--- src/rtl/mmio_decoder.sv ---
// Address decoder between the core data port and N_SLAVES peripheral windows.
// Gates strobes to the selected slave, stalls on not-ready with a timeout, and records faults.
module mmio_decoder #(
  parameter int ADDR_W   = 32,
  parameter int DATA_W   = 32,
  parameter int N_SLAVES = 4,
  parameter logic [N_SLAVES*ADDR_W-1:0] SLAVE_BASE =
    {32'h0000_4010, 32'h0000_4008, 32'h0000_4000, 32'h0000_0000},
  parameter logic [N_SLAVES*ADDR_W-1:0] SLAVE_SIZE =
    {32'h8, 32'h8, 32'h4, 32'h4000},
  parameter int WAIT_LIMIT = 15
) (
  input  logic                       clk,
  input  logic                       rst,
  input  logic [ADDR_W-1:0]          cpu_addr,
  input  logic [DATA_W-1:0]          cpu_wdata,
  input  logic                       cpu_read,
  input  logic                       cpu_write,
  output logic                       cpu_stall,
  output logic [DATA_W-1:0]          cpu_rdata,
  output logic                       cpu_rvalid,
  output logic                       cpu_fault,
  output logic [ADDR_W-1:0]          fault_addr,
  output logic [7:0]                 fault_count,
  output logic [N_SLAVES-1:0]        s_sel,
  output logic                       s_read,
  output logic                       s_write,
  output logic [ADDR_W-1:0]          s_offset,
  output logic [DATA_W-1:0]          s_wdata,
  input  logic [N_SLAVES-1:0]        s_ready,
  input  logic [N_SLAVES*DATA_W-1:0] s_rdata
);

  localparam int IDX_W = (N_SLAVES > 1) ? $clog2(N_SLAVES) : 1;
  localparam logic [7:0] WAIT_LIMIT_C = 8'(WAIT_LIMIT);

  typedef enum logic {ST_IDLE, ST_WAIT} state_e;

  state_e             state_q, state_d;
  logic [7:0]         wait_cnt_q, wait_cnt_d;
  logic               rvalid_q;
  logic [IDX_W-1:0]   rd_idx_q;
  logic               fault_q;
  logic [ADDR_W-1:0]  fault_addr_q;
  logic [7:0]         fault_cnt_q;

  logic [N_SLAVES-1:0] hit_vec;
  logic [IDX_W-1:0]    win_idx;
  logic                any_hit;
  logic [ADDR_W-1:0]   sel_base;
  logic                sel_ready;
  logic                req, illegal, valid_acc, fault_event;
  logic                strobe, abort, stall;
  logic [DATA_W-1:0]   rdata_mux;

  // Window compare is one bit wider so a window ending at the top of the space cannot wrap.
  genvar gi;
  generate
    for (gi = 0; gi < N_SLAVES; gi++) begin : g_win
      logic [ADDR_W:0] base_x, limit_x, addr_x;
      assign base_x       = {1'b0, SLAVE_BASE[gi*ADDR_W +: ADDR_W]};
      assign limit_x      = base_x + {1'b0, SLAVE_SIZE[gi*ADDR_W +: ADDR_W]};
      assign addr_x       = {1'b0, cpu_addr};
      assign hit_vec[gi]  = (addr_x >= base_x) && (addr_x < limit_x);
      assign s_sel[gi]    = req && any_hit && (win_idx == IDX_W'(gi));
    end
  endgenerate

  // Scanning downward leaves the lowest-index hit as the winner on overlaps.
  always_comb begin
    win_idx   = '0;
    any_hit   = 1'b0;
    sel_base  = '0;
    sel_ready = 1'b0;
    for (int i = N_SLAVES - 1; i >= 0; i--) begin
      if (hit_vec[i]) begin
        win_idx   = IDX_W'(i);
        any_hit   = 1'b1;
        sel_base  = SLAVE_BASE[i*ADDR_W +: ADDR_W];
        sel_ready = s_ready[i];
      end
    end
  end

  assign req         = cpu_read | cpu_write;
  assign illegal     = cpu_read & cpu_write;
  assign valid_acc   = req & ~illegal & any_hit;
  assign fault_event = (req & ~valid_acc) | abort;

  // IDLE and WAIT share one decision path; the wait counter is zero in IDLE.
  always_comb begin
    state_d    = ST_IDLE;
    wait_cnt_d = '0;
    strobe     = 1'b0;
    abort      = 1'b0;
    stall      = 1'b0;
    if (valid_acc) begin
      if (sel_ready) begin
        strobe = 1'b1;
      end else if (state_q == ST_WAIT && wait_cnt_q == WAIT_LIMIT_C) begin
        abort = 1'b1;
      end else begin
        stall      = 1'b1;
        state_d    = ST_WAIT;
        wait_cnt_d = wait_cnt_q + 8'd1;
      end
    end
  end

  always_ff @(posedge clk) begin
    if (rst) begin
      state_q      <= ST_IDLE;
      wait_cnt_q   <= '0;
      rvalid_q     <= 1'b0;
      rd_idx_q     <= '0;
      fault_q      <= 1'b0;
      fault_addr_q <= '0;
      fault_cnt_q  <= '0;
    end else begin
      state_q    <= state_d;
      wait_cnt_q <= wait_cnt_d;
      rvalid_q   <= s_read;
      fault_q    <= fault_event;
      if (s_read) begin
        rd_idx_q <= win_idx;
      end
      if (fault_event) begin
        fault_addr_q <= cpu_addr;
        if (fault_cnt_q != 8'hFF) begin
          fault_cnt_q <= fault_cnt_q + 8'd1;
        end
      end
    end
  end

  always_comb begin
    rdata_mux = '0;
    for (int i = 0; i < N_SLAVES; i++) begin
      if (rd_idx_q == IDX_W'(i)) begin
        rdata_mux = s_rdata[i*DATA_W +: DATA_W];
      end
    end
  end

  assign s_read      = strobe & cpu_read;
  assign s_write     = strobe & cpu_write;
  assign s_offset    = any_hit ? (cpu_addr - sel_base) : '0;
  assign s_wdata     = cpu_wdata;
  assign cpu_stall   = stall;
  assign cpu_rvalid  = rvalid_q;
  assign cpu_rdata   = rvalid_q ? rdata_mux : '0;
  assign cpu_fault   = fault_q;
  assign fault_addr  = fault_addr_q;
  assign fault_count = fault_cnt_q;

endmodule

--- config.mk ---
export PLATFORM = sky130hd
export DESIGN_NAME = mmio_decoder
export DESIGN_NICKNAME = d
export VERILOG_FILES = /design/src/rtl/mmio_decoder.sv
export SDC_FILE = /design/constraint.sdc
export NUM_CORES = 1
export LEC_CHECK = 0
export ABC_AREA = 1
export CORE_AREA = 2 2 132 134
export CTS_BUF_LIST = sky130_fd_sc_hd__clkbuf_8
export DETAILED_ROUTE_END_ITERATION = 12
export DIE_AREA = 0 0 134 136
export HOLD_SLACK_MARGIN = 0.03
export PLACE_DENSITY = 0.74
export SLEW_MARGIN = 20
export SYNTH_ARGS = -nofsm -noshare
export SYNTH_HDL_FRONTEND = slang
export SYNTH_SLANG_ARGS = --single-unit
export TNS_END_PERCENT = 1
--- constraint.sdc ---
create_clock -name clk -period 10.38 [get_ports clk]
set_clock_uncertainty 0.15 [all_clocks]
set_input_delay 2.076 -clock clk [delete_from_list [all_inputs] [get_ports clk]]
set_output_delay 2.076 -clock clk [all_outputs]
set_load 0.01 [all_outputs]
==> results of run 1 <==
-- sequential cells by signal, summed over array words and instances, names as in the netlist --
name	flops
fault_addr	32
fault_count	8
wait_cnt_q	8
rd_idx_q	2
cpu_fault	1
cpu_rvalid	1
state_q	1
-- metrics by stage --
step	hold slack (ns)	worst slack [ns]	std cells	utilization, %	power (mW)
floorplan	0.280	3.60	701	-	0.276
global placement	0.303	2.27	1144	41.6	0.357
detailed placement	0.325	2.15	1144	41.6	0.358
CTS	0.339	2.16	1152	42.3	0.508
global route	0.377	1.81	1152	42.3	0.527
finish	0.328	2.18	1152	42.3	0.503
-- worst min-delay path by stage --
| stage | start | endpoint | slack, ns | depth (start not counted) |
|---|---|---|---|---|
| after floorplan | wait_cnt_q[0] | wait_cnt_q[0] | 0.28 | 1 |
| after global placement | wait_cnt_q[0] | wait_cnt_q[0] | 0.30 | 1 |
| after detailed placement | wait_cnt_q[0] | wait_cnt_q[0] | 0.33 | 1 |
| after CTS | wait_cnt_q[0] | wait_cnt_q[0] | 0.34 | 1 |
| after global routing | wait_cnt_q[0] | wait_cnt_q[0] | 0.38 | 1 |
| final | wait_cnt_q[0] | wait_cnt_q[0] | 0.33 | 1 |
-- worst max-delay path: stages --
cell and delay (ns):
clkdlybuf4s50_1 0.43, nor2_1 0.18, nand2_1 0.07, nor2_1 0.15, nand2_1 0.16, nor2_4 0.21, nand2_1 0.10, nor3_2 0.19
ha_1 0.18, inv_1 0.06, fa_1 0.43, nor3_1 0.34, nand3_1 0.17, o21ai_0 0.23, nand2_1 0.07, nand2_1 0.06
nand3_1 0.21, inv_1 0.12, clkdlybuf4s50_1 0.54
-- cell usage in the layout, fill, tap and decap left out, types with 20 or more instances in the layout --
cell / synthesis / layout
nand2_1: 96 / 96
dfxtp_1: 53 / 52
inv_1: 98 / 98
nand3_1: 65 / 65
o211ai_1: 21 / 21
nor3_1: 20 / 20
clkdlybuf4s50_1: 0 / 280
o21ai_0: 60 / 60
a21oi_1: 25 / 25
nor2_1: 120 / 120
-- final cells by class --
| type | count | area [um2] |
|---|---|---|
| inverters | 102 | 385 |
| clock inverters | 3 | 47.5 |
| well taps | 225 | 282 |
| fillers | 1738 | 9740 |
| clock buffers | 5 | 68.8 |
| repair buffers | 284 | 2830 |
| flip-flops and latches | 53 | 1060 |
| multi-input cells | 480 | 2450 |
-- power groups by stage --
| stage | combinational (mW) | clock (mW) | sequential, mW |
|---|---|---|---|
| after global placement | 0.134 | 0 | 0.223 |
| after detailed placement | 0.134 | 0 | 0.224 |
| after CTS | 0.135 | 0.153 | 0.219 |
| after floorplan | 0.0480 | 0 | 0.228 |
| after global routing | 0.145 | 0.161 | 0.221 |
| final | 0.134 | 0.149 | 0.219 |
-- Yosys cell counts (8+ instances only) --
cell | instances | area share, %
nor2_1 | 120 | 10
inv_1 | 98 | 8.6
nand2_1 | 96 | 8.4
nand3_1 | 65 | 7.6
o21ai_0 | 60 | 7.0
dfxtp_1 | 53 | 25
buf_4 | 37 | 6.5
a21oi_1 | 25 | 2.9
clkbuf_1 | 23 | 2.0
o211ai_1 | 21 | 3.7
nor3_1 | 20 | 2.3
xor2_1 | 15 | 3.1
o21ai_1 | 11 | 1.3
a21boi_0 | 8 | 1.4
-- logic make-up after synthesis --
| group | count (synthesis) |
|---|---|
| AND/OR/NAND/NOR | 325 |
| buffers and inverters | 168 |
| AO/OA/AOI/OAI | 130 |
| flip-flops | 53 |
| XOR/XNOR | 18 |
| adder cells (fa/ha/maj) | 7 |
-- metal layers --
| metal | track usage [%] | vias to the layer above |
|---|---|---|
| met5 | 0 | - |
| met4 | 4.43 | 0 |
| met3 | 5.70 | 17 |
| met2 | 33.5 | 213 |
| met1 | 19.4 | 2370 |
| li1 | - | 2671 |
==> results.json, run 1 <==
{
  "synth_simple_gate_area_share_pct": 34.0,
  "gp_congestion": 0.817,
  "regToRegSetupSlack_ns": 7.75,
  "vias": 5271,
  "synthAdderAreaFrac_pct": 2.21,
  "syn2layout_area_growth_pct": 66.0,
  "post_cts_resized": 0,
  "drc_errors": 0,
  "synth.avg_cell_area_um2": 6.13,
  "cts_tree": "built",
  "startpoint_type": "input port",
  "hold_path_class": "register to register",
  "tightest_slew_ns": 0.913,
  "synth_mux_area_share_pct": 0,
  "power_density_nw_per_um2": 70.5,
  "fmax_ghz": 0.122,
  "grt_use_total_pct": 17.9,
  "clk-insertion-delay-late_ns": 0.31,
  "min_period_ns": 8.20,
  "ir_drop_v": 0.0000749,
  "firstDrtPassIters": 4,
  "grt_pass1_vias": 4929,
  "placed_area_um2": 7020,
  "start_util_pct": 25.5,
  "fin_setup_tns_ns": 0,
  "power.switching_uw": 131,
  "met3_wirelength_um": 1560,
  "synth_area_um2": 4300,
  "cts.reportedPaths.clkPinSlew_ns": 0.10,
  "post-route-period-util_pct": 79.0,
  "setup_viol": 0,
  "p_leak_nw": 3.12,
  "first_iter_violations": 191,
  "cp-endpoint": "s_offset[19]",
  "slew_headroom_pct": 39.0,
  "hpwl_um": 13800,
  "syn-num-nets": 908,
  "synth-compound-area-share_pct": 17.2,
  "ioPinCount": 345,
  "wl_met1_um": 6730,
  "regToRegStartpoint": "wait_cnt_q[0]",
  "design_area_um2": 7130,
  "synth-edff-count": 0,
  "cp-startpoint": "cpu_addr[31]",
  "drive_gt1_share_pct": 3.45,
  "grt_pass1_wl_um": 25900,
  "cts_inserted_buffers": 5,
  "worstPathArrival_ns": 5.98,
  "netlist_instances": 701,
  "power_frac_comb_pct": 26.7,
  "synth-xor-area-share_pct": 3.67,
  "synth_top_family_by_area": "simple AND/OR/NAND/NOR gates",
  "die_area_um2": 18200,
  "clockRootBuffer": "clkbuf_8",
  "htree_levels": 2,
  "grt_max_degree": 63,
  "port_buffers": 280,
  "cp.required_ns": 8.15,
  "num_rows": 48,
  "hold_violations": 0,
  "synth_cell_types": 38,
  "ys_async_sr_fraction_pct": 0,
  "status": "complete, no violations",
  "postCtsSetupRepairBufs": 0,
  "slew_viol_final": 0,
  "gr-total-overflow": 0,
  "post_drt_wl_per_cell_um": 15.1,
  "cp-end-kind": "primary output",
  "r2r_cells": 10,
  "die_height_um": 136,
  "ys.warnings.count": 0,
  "rsz0062_at_grt": "no",
  "clk_path_buf_depth": 2,
  "hold_buffers": 0,
  "diodes": 0,
  "maxCapViolations": 0,
  "swShare_pct": 26.0,
  "cts.sinks": 53,
  "fin_nets": 1133,
  "p_seq_share_pct": 43.6,
  "die_w_um": 134,
  "ys_seq_area_share_pct": 24.7,
  "ant_nets": 0,
  "p_clk_share_pct": 29.7,
  "yosys_most_used_dff": "dfxtp_1",
  "p_int_uw": 372,
  "ys_ff_latch": 53,
  "wl_met2_um": 8760,
  "via_per_inst": 4.58,
  "crit_type": "input port to primary output",
  "timing.rr.end": "fault_addr[11]",
  "critPathMaxFanout": 9,
  "coreArea_um2": 16900,
  "antenna_found_initial": 0,
  "wl_um": 17400,
  "top_layer_used": "met4"
}
(Power assumes the default switching activity.)
==> inputs of run 2 (changes only) <==
--- a/config.mk
+++ b/config.mk
@@ -11,7 +11,7 @@
 export DETAILED_ROUTE_END_ITERATION = 12
 export DIE_AREA = 0 0 134 136
 export HOLD_SLACK_MARGIN = 0.03
-export PLACE_DENSITY = 0.74
+export PLACE_DENSITY = 0.77
 export SLEW_MARGIN = 20
 export SYNTH_ARGS = -nofsm -noshare
 export SYNTH_HDL_FRONTEND = slang
==> constraint.sdc (replaced) <==
create_clock -name clk -period 7.13 [get_ports clk]
set_clock_uncertainty 0.15 [all_clocks]
set_input_delay 1.426 -clock clk [delete_from_list [all_inputs] [get_ports clk]]
set_output_delay 1.426 -clock clk [all_outputs]
set_load 0.01 [all_outputs]
==> results.json, run 2 (synthesis results as in run 1) <==
{
  "clk-insertion-delay-late_ns": 0.32,
  "ant_nets": 0,
  "design_area_um2": 7150,
  "cts_inserted_buffers": 5,
  "power_density_nw_per_um2": 103,
  "hold_end": "wait_cnt_q[0]",
  "largest_register_ffs": 32,
  "gp_congestion": 0.814,
  "fin_setup_tns_ns": 0,
  "cp.required_ns": 5.55,
  "critPathMaxFanout": 9,
  "post_drt_wl_per_cell_um": 15.0,
  "hold_violations": 0,
  "first_iter_violations": 192,
  "whs_path_depth": 1,
  "slew_viol_final": 0,
  "r2r_cells": 10,
  "hold_path_class": "register to register",
  "crit_family": "simple AND/OR/NAND/NOR gates",
  "tightest_slew_ns": 0.970,
  "firstDrtPassIters": 5,
  "cp-startpoint": "cpu_addr[8]",
  "total_power_uw": 734,
  "ioPinCount": 345,
  "die_w_um": 134,
  "cp-end-kind": "primary output",
  "grt_pass1_wl_um": 25900,
  "layout_common_cells": "clkdlybuf4s50_1, nor2_1, inv_1",
  "crit_type": "input port to primary output",
  "die_height_um": 136,
  "wl_um": 17300,
  "path_cells": "clkdlybuf4s50_1 -> nor2_1 -> nand2_1 -> nor2_2 -> nor2_1 -> nor2_4 -> nand2_1 -> nor3_2 -> ha_1 -> inv_1 -> fa_1 -> nor3_2 -> nand3_1 -> o21ai_0 -> nand2_1 -> nand2_1 -> nand3_2 -> inv_1 -> clkdlybuf4s50_1",
  "status": "complete, no violations",
  "placed_area_um2": 7020,
  "vias": 5273,
  "regToRegSetupSlack_ns": 4.60,
  "regToRegStartpoint": "wait_cnt_q[0]",
  "post-route-period-util_pct": 94.3,
  "slew_headroom_pct": 35.3,
  "coreArea_um2": 16900,
  "drc_errors": 0,
  "cp_slowest_cell": "clkdlybuf4s50_1",
  "syn2layout_area_growth_pct": 66.4,
  "grt_max_degree": 62,
  "post-place-ws_ns": 0.281,
  "worstPathArrival_ns": 5.15,
  "setup_viol": 0,
  "num_rows": 48,
  "maxCapViolations": 0,
  "cts.sinks": 53,
  "via_per_inst": 4.57,
  "ir_drop_v": 0.0000967,
  "clk_path_buf_depth": 2,
  "hpwl_um": 13700,
  "die_area_um2": 18200,
  "antenna_found_initial": 0,
  "startpoint_type": "input port",
  "start_util_pct": 25.5,
  "grt_use_total_pct": 17.7,
  "crit_buf_inv": 4,
  "diodes": 0,
  "gr-total-overflow": 0,
  "max_stage_delay_ns": 0.54,
  "clockRootBuffer": "clkbuf_8",
  "postLayoutSetupSlackWorst_ns": 0.405,
  "htree_levels": 2,
  "timing.rr.end": "fault_addr[23]",
  "fin_nets": 1134,
  "p_leak_nw": 3.13,
  "holdCritStartpoint": "wait_cnt_q[0]",
  "cp_common_cell": "nand2_1",
  "grt_pass1_vias": 4758,
  "hold_buffers": 0,
  "nFillCells": 1764,
  "fmax_ghz": 0.149,
  "final.hold.worst_slack_ns": 0.318,
  "min_period_ns": 6.72,
  "port_buffers": 280,
  "cts_tree": "built",
  "drive_gt1_share_pct": 3.77,
  "postCtsSetupRepairBufs": 0,
  "cts.reportedPaths.clkPinSlew_ns": 0.10,
  "final_common_cell": "clkdlybuf4s50_1"
}
-- run 2: cell count changes in the layout (fill, tap and decap cells not counted), sizes merged --
cell  change
buf       +1
-- run 2: final cells by class --
cell class	instances	area (um2)	share of cell area (%)
flip-flops and latches	53	1060	14.9
inverters	102	385	5.39
clock buffers	5	68.8	0.963
multi-input cells	480	2460	34.5
clock inverters	3	47.5	0.665
well taps	225	282	3.94
repair buffers	285	2840	39.7
-- run 2: worst max-delay path by stage --
| stage | end | depth (start not counted) |
|---|---|---|
| after floorplan | s_offset[15] | 17 |
| after global placement | s_offset[19] | 19 |
| after detailed placement | s_offset[27] | 19 |
| after CTS | s_offset[27] | 19 |
| after global routing | s_offset[31] | 19 |
| final | s_offset[27] | 19 |
-- run 2: routing by layer --
layer,routed length [um],share of wire (%),vias up,global-route usage [%]
met5,0,0,-,0
met4,74,0.43,0,2.19
met1,6680,39,2387,20.0
met3,1710,9.9,6,6.19
li1,-,-,2670,-
met2,8860,51,210,32.9
-- run 2: worst reg2reg max path, cell delays in order, from the launching register on --
cell and delay [ns]:
dfxtp_1 0.37, ha_1 0.19, nand2_1 0.07, nor2_1 0.18, inv_1 0.08, nor3b_1 0.26, nand3_2 0.13, nand2_4 0.36
inv_2 0.38, nor2_1 0.21, nor2_1 0.06
-- run 2: metrics by stage --
stage	std cells	util, %
floorplan	701	-
global placement	1145	41.6
detailed placement	1145	41.6
CTS	1153	42.3
global route	1153	42.4
finish	1153	42.4
-- run 2: timing repair --
item,4_1_cts,5_1_grt
setup endpoints to repair,0,9
resized for setup,0,2
endpoints found under the hold margin,0,0
-- run 2: where the power goes --
part / internal [mW] / leakage [nW] / switching, mW
combinational: 0.124 / 2.63 / 0.0712
clock: 0.107 / 0.0591 / 0.112
sequential: 0.311 / 0.437 / 0.00845
==> inputs of run 3 (changes only) <==
--- a/config.mk
+++ b/config.mk
@@ -6,12 +6,12 @@
 export NUM_CORES = 1
 export LEC_CHECK = 0
 export ABC_AREA = 1
-export CORE_AREA = 2 2 132 134
+export CORE_AREA = 2 2 134 136
 export CTS_BUF_LIST = sky130_fd_sc_hd__clkbuf_8
 export DETAILED_ROUTE_END_ITERATION = 12
-export DIE_AREA = 0 0 134 136
+export DIE_AREA = 0 0 136 138
 export HOLD_SLACK_MARGIN = 0.03
-export PLACE_DENSITY = 0.77
+export PLACE_DENSITY = 0.73
 export SLEW_MARGIN = 20
 export SYNTH_ARGS = -nofsm -noshare
 export SYNTH_HDL_FRONTEND = slang
==> constraint.sdc (replaced) <==
create_clock -name clk -period 6.8 [get_ports clk]
set_clock_uncertainty 0.15 [all_clocks]
set_input_delay 1.36 -clock clk [delete_from_list [all_inputs] [get_ports clk]]
set_output_delay 1.36 -clock clk [all_outputs]
set_load 0.01 [all_outputs]
==> results.json, run 3 (synthesis results as in run 1) <==
{
  "hold_path_class": "register to register",
  "post-place-ws_ns": 0.0128,
  "postCtsSetupRepairBufs": 0,
  "swShare_pct": 27.6,
  "gp_congestion": 0.827,
  "r2r_cells": 10,
  "post_cts_resized": 0,
  "grt_max_degree": 62,
  "grt_pass1_vias": 4938,
  "cp.depth": 19,
  "power_frac_comb_pct": 28.2,
  "power_density_nw_per_um2": 103,
  "layout_common_cells": "clkdlybuf4s50_1, nor2_1, inv_1",
  "hold_violations": 0,
  "setup_viol": 0,
  "cp_slowest_cell": "clkdlybuf4s50_1",
  "cts_tree": "built",
  "crit_buf_inv": 4,
  "vias": 5295,
  "port_buffers": 280,
  "syn2layout_area_growth_pct": 66.4,
  "hold_buffers": 0,
  "drive_gt1_share_pct": 4.20,
  "startpoint_type": "input port",
  "cp-endpoint": "s_offset[19]",
  "first_iter_violations": 240,
  "coreArea_um2": 17500,
  "cp-startpoint": "cpu_addr[12]",
  "p_seq_share_pct": 45.6,
  "placed_area_um2": 7030,
  "num_rows": 49,
  "clockRootBuffer": "clkbuf_8",
  "tightest_slew_ns": 0.908,
  "postLayoutSetupSlackWorst_ns": 0.343,
  "hpwl_um": 14100,
  "p_int_uw": 531,
  "via_per_inst": 4.57,
  "regToRegSetupSlack_ns": 4.16,
  "p_clk_share_pct": 26.2,
  "crit_type": "input port to primary output",
  "maxCapViolations": 0,
  "power.switching_uw": 202,
  "grt_pass1_wl_um": 26600,
  "path_cells": "clkdlybuf4s50_1 -> nor2_1 -> nand2_1 -> nor2_2 -> nor2_1 -> nor2_4 -> nand2_1 -> nor3_2 -> ha_1 -> inv_1 -> fa_1 -> nor3_2 -> nand3_1 -> o21ai_1 -> nand2_1 -> nand2_1 -> nand3_2 -> inv_1 -> clkdlybuf4s50_1",
  "max_stage_delay_ns": 0.54,
  "post-route-period-util_pct": 95.0,
  "grt_use_total_pct": 17.8,
  "holdCritStartpoint": "wait_cnt_q[0]",
  "design_area_um2": 7150,
  "die_area_um2": 18800,
  "cts.sinks": 53,
  "ant_nets": 0,
  "worstPathArrival_ns": 4.95,
  "htree_levels": 2,
  "final_common_cell": "clkdlybuf4s50_1",
  "timing.rr.end": "fault_addr[20]",
  "die_w_um": 136,
  "cp-end-kind": "primary output",
  "start_util_pct": 24.5,
  "clk-insertion-delay-late_ns": 0.32,
  "firstDrtPassIters": 4,
  "cp_common_cell": "nand2_1",
  "cts.reportedPaths.clkPinSlew_ns": 0.11,
  "dp_cells": 1149,
  "clk_path_buf_depth": 2,
  "p_leak_nw": 3.11,
  "status": "complete, no violations",
  "drc_errors": 0,
  "gr-total-overflow": 0,
  "ioPinCount": 345,
  "die_height_um": 138,
  "min_period_ns": 6.46,
  "fin_nets": 1134,
  "layout.cells.non_filler": 1158,
  "largest_register_ffs": 32,
  "crit_family": "simple AND/OR/NAND/NOR gates",
  "regToRegStartpoint": "wait_cnt_q[0]",
  "antenna_found_initial": 1,
  "slew_viol_final": 0,
  "post_drt_wl_per_cell_um": 15.3,
  "final.hold.worst_slack_ns": 0.326,
  "critPathMaxFanout": 9,
  "slew_headroom_pct": 39.4,
  "cts_inserted_buffers": 5,
  "ir_drop_v": 0.000133,
  "fmax_ghz": 0.155,
  "final_util_pct": 40.8,
  "cp.required_ns": 5.29,
  "wl_um": 17700
}
[run 3: cell types whose count changed in the layout (fill, tap and decap cells not counted), sizes merged]
| cell | previous run | this run |
|---|---|---|
| clkinvlp | 0 | 2 |
| bufinv | 1 | 0 |
| diode | 0 | 1 |
| inv | 104 | 103 |
[run 3: through the flow]
step,TNS (ns),total power [mW]
after floorplan,0,0.421
after global placement,0,0.546
after detailed placement,0,0.547
after CTS,0,0.742
after global routing,-0.0142,0.772
final,0,0.734
[run 3: final cells by class]
class | count | area (um2)
Antenna cell | 1 | 2.50
Clock buffer | 5 | 68.8
Clock inverter | 3 | 26.3
Fill cell | 1833 | 10400
Inverter | 102 | 385
Multi-Input combinational cell | 480 | 2480
Sequential cell | 53 | 1060
Tap cell | 229 | 287
Timing Repair Buffer | 285 | 2840
[run 3: worst min-delay path by stage]
stage,to,depth (start not counted)
after detailed placement,wait_cnt_q[0],1
final,wait_cnt_q[0],1
after floorplan,wait_cnt_q[0],1
after global placement,wait_cnt_q[0],1
after global routing,wait_cnt_q[0],1
after CTS,wait_cnt_q[0],1
[run 3: power by group through the flow]
| stage | Combinational, mW | Clock (mW) | Sequential [mW] |
|---|---|---|---|
| after floorplan | 0.0733 | 0 | 0.348 |
| after global placement | 0.205 | 0 | 0.341 |
| after detailed placement | 0.205 | 0 | 0.341 |
| after CTS | 0.207 | 0.200 | 0.335 |
| after global routing | 0.225 | 0.210 | 0.337 |
| final | 0.207 | 0.192 | 0.334 |
[run 3: worst reg2reg max path, delay by kind of cell, from the launching register on]
| family | cells | cell delay, ns |
|---|---|---|
| and+or+nand+nor | 7 | 1.34 |
| buffers and inverters | 2 | 0.48 |
| DFF | 1 | 0.37 |
| adders and majority gates | 1 | 0.19 |
[run 3: routing by layer]
layer  share of wire, %  global-route usage [%]  wire length, um
met3                8.9                    5.39             1580
met4                1.3                    3.73              229
met1                 39                    20.0             6900
met2                 51                    32.6             8990
met5                  0                       0                0
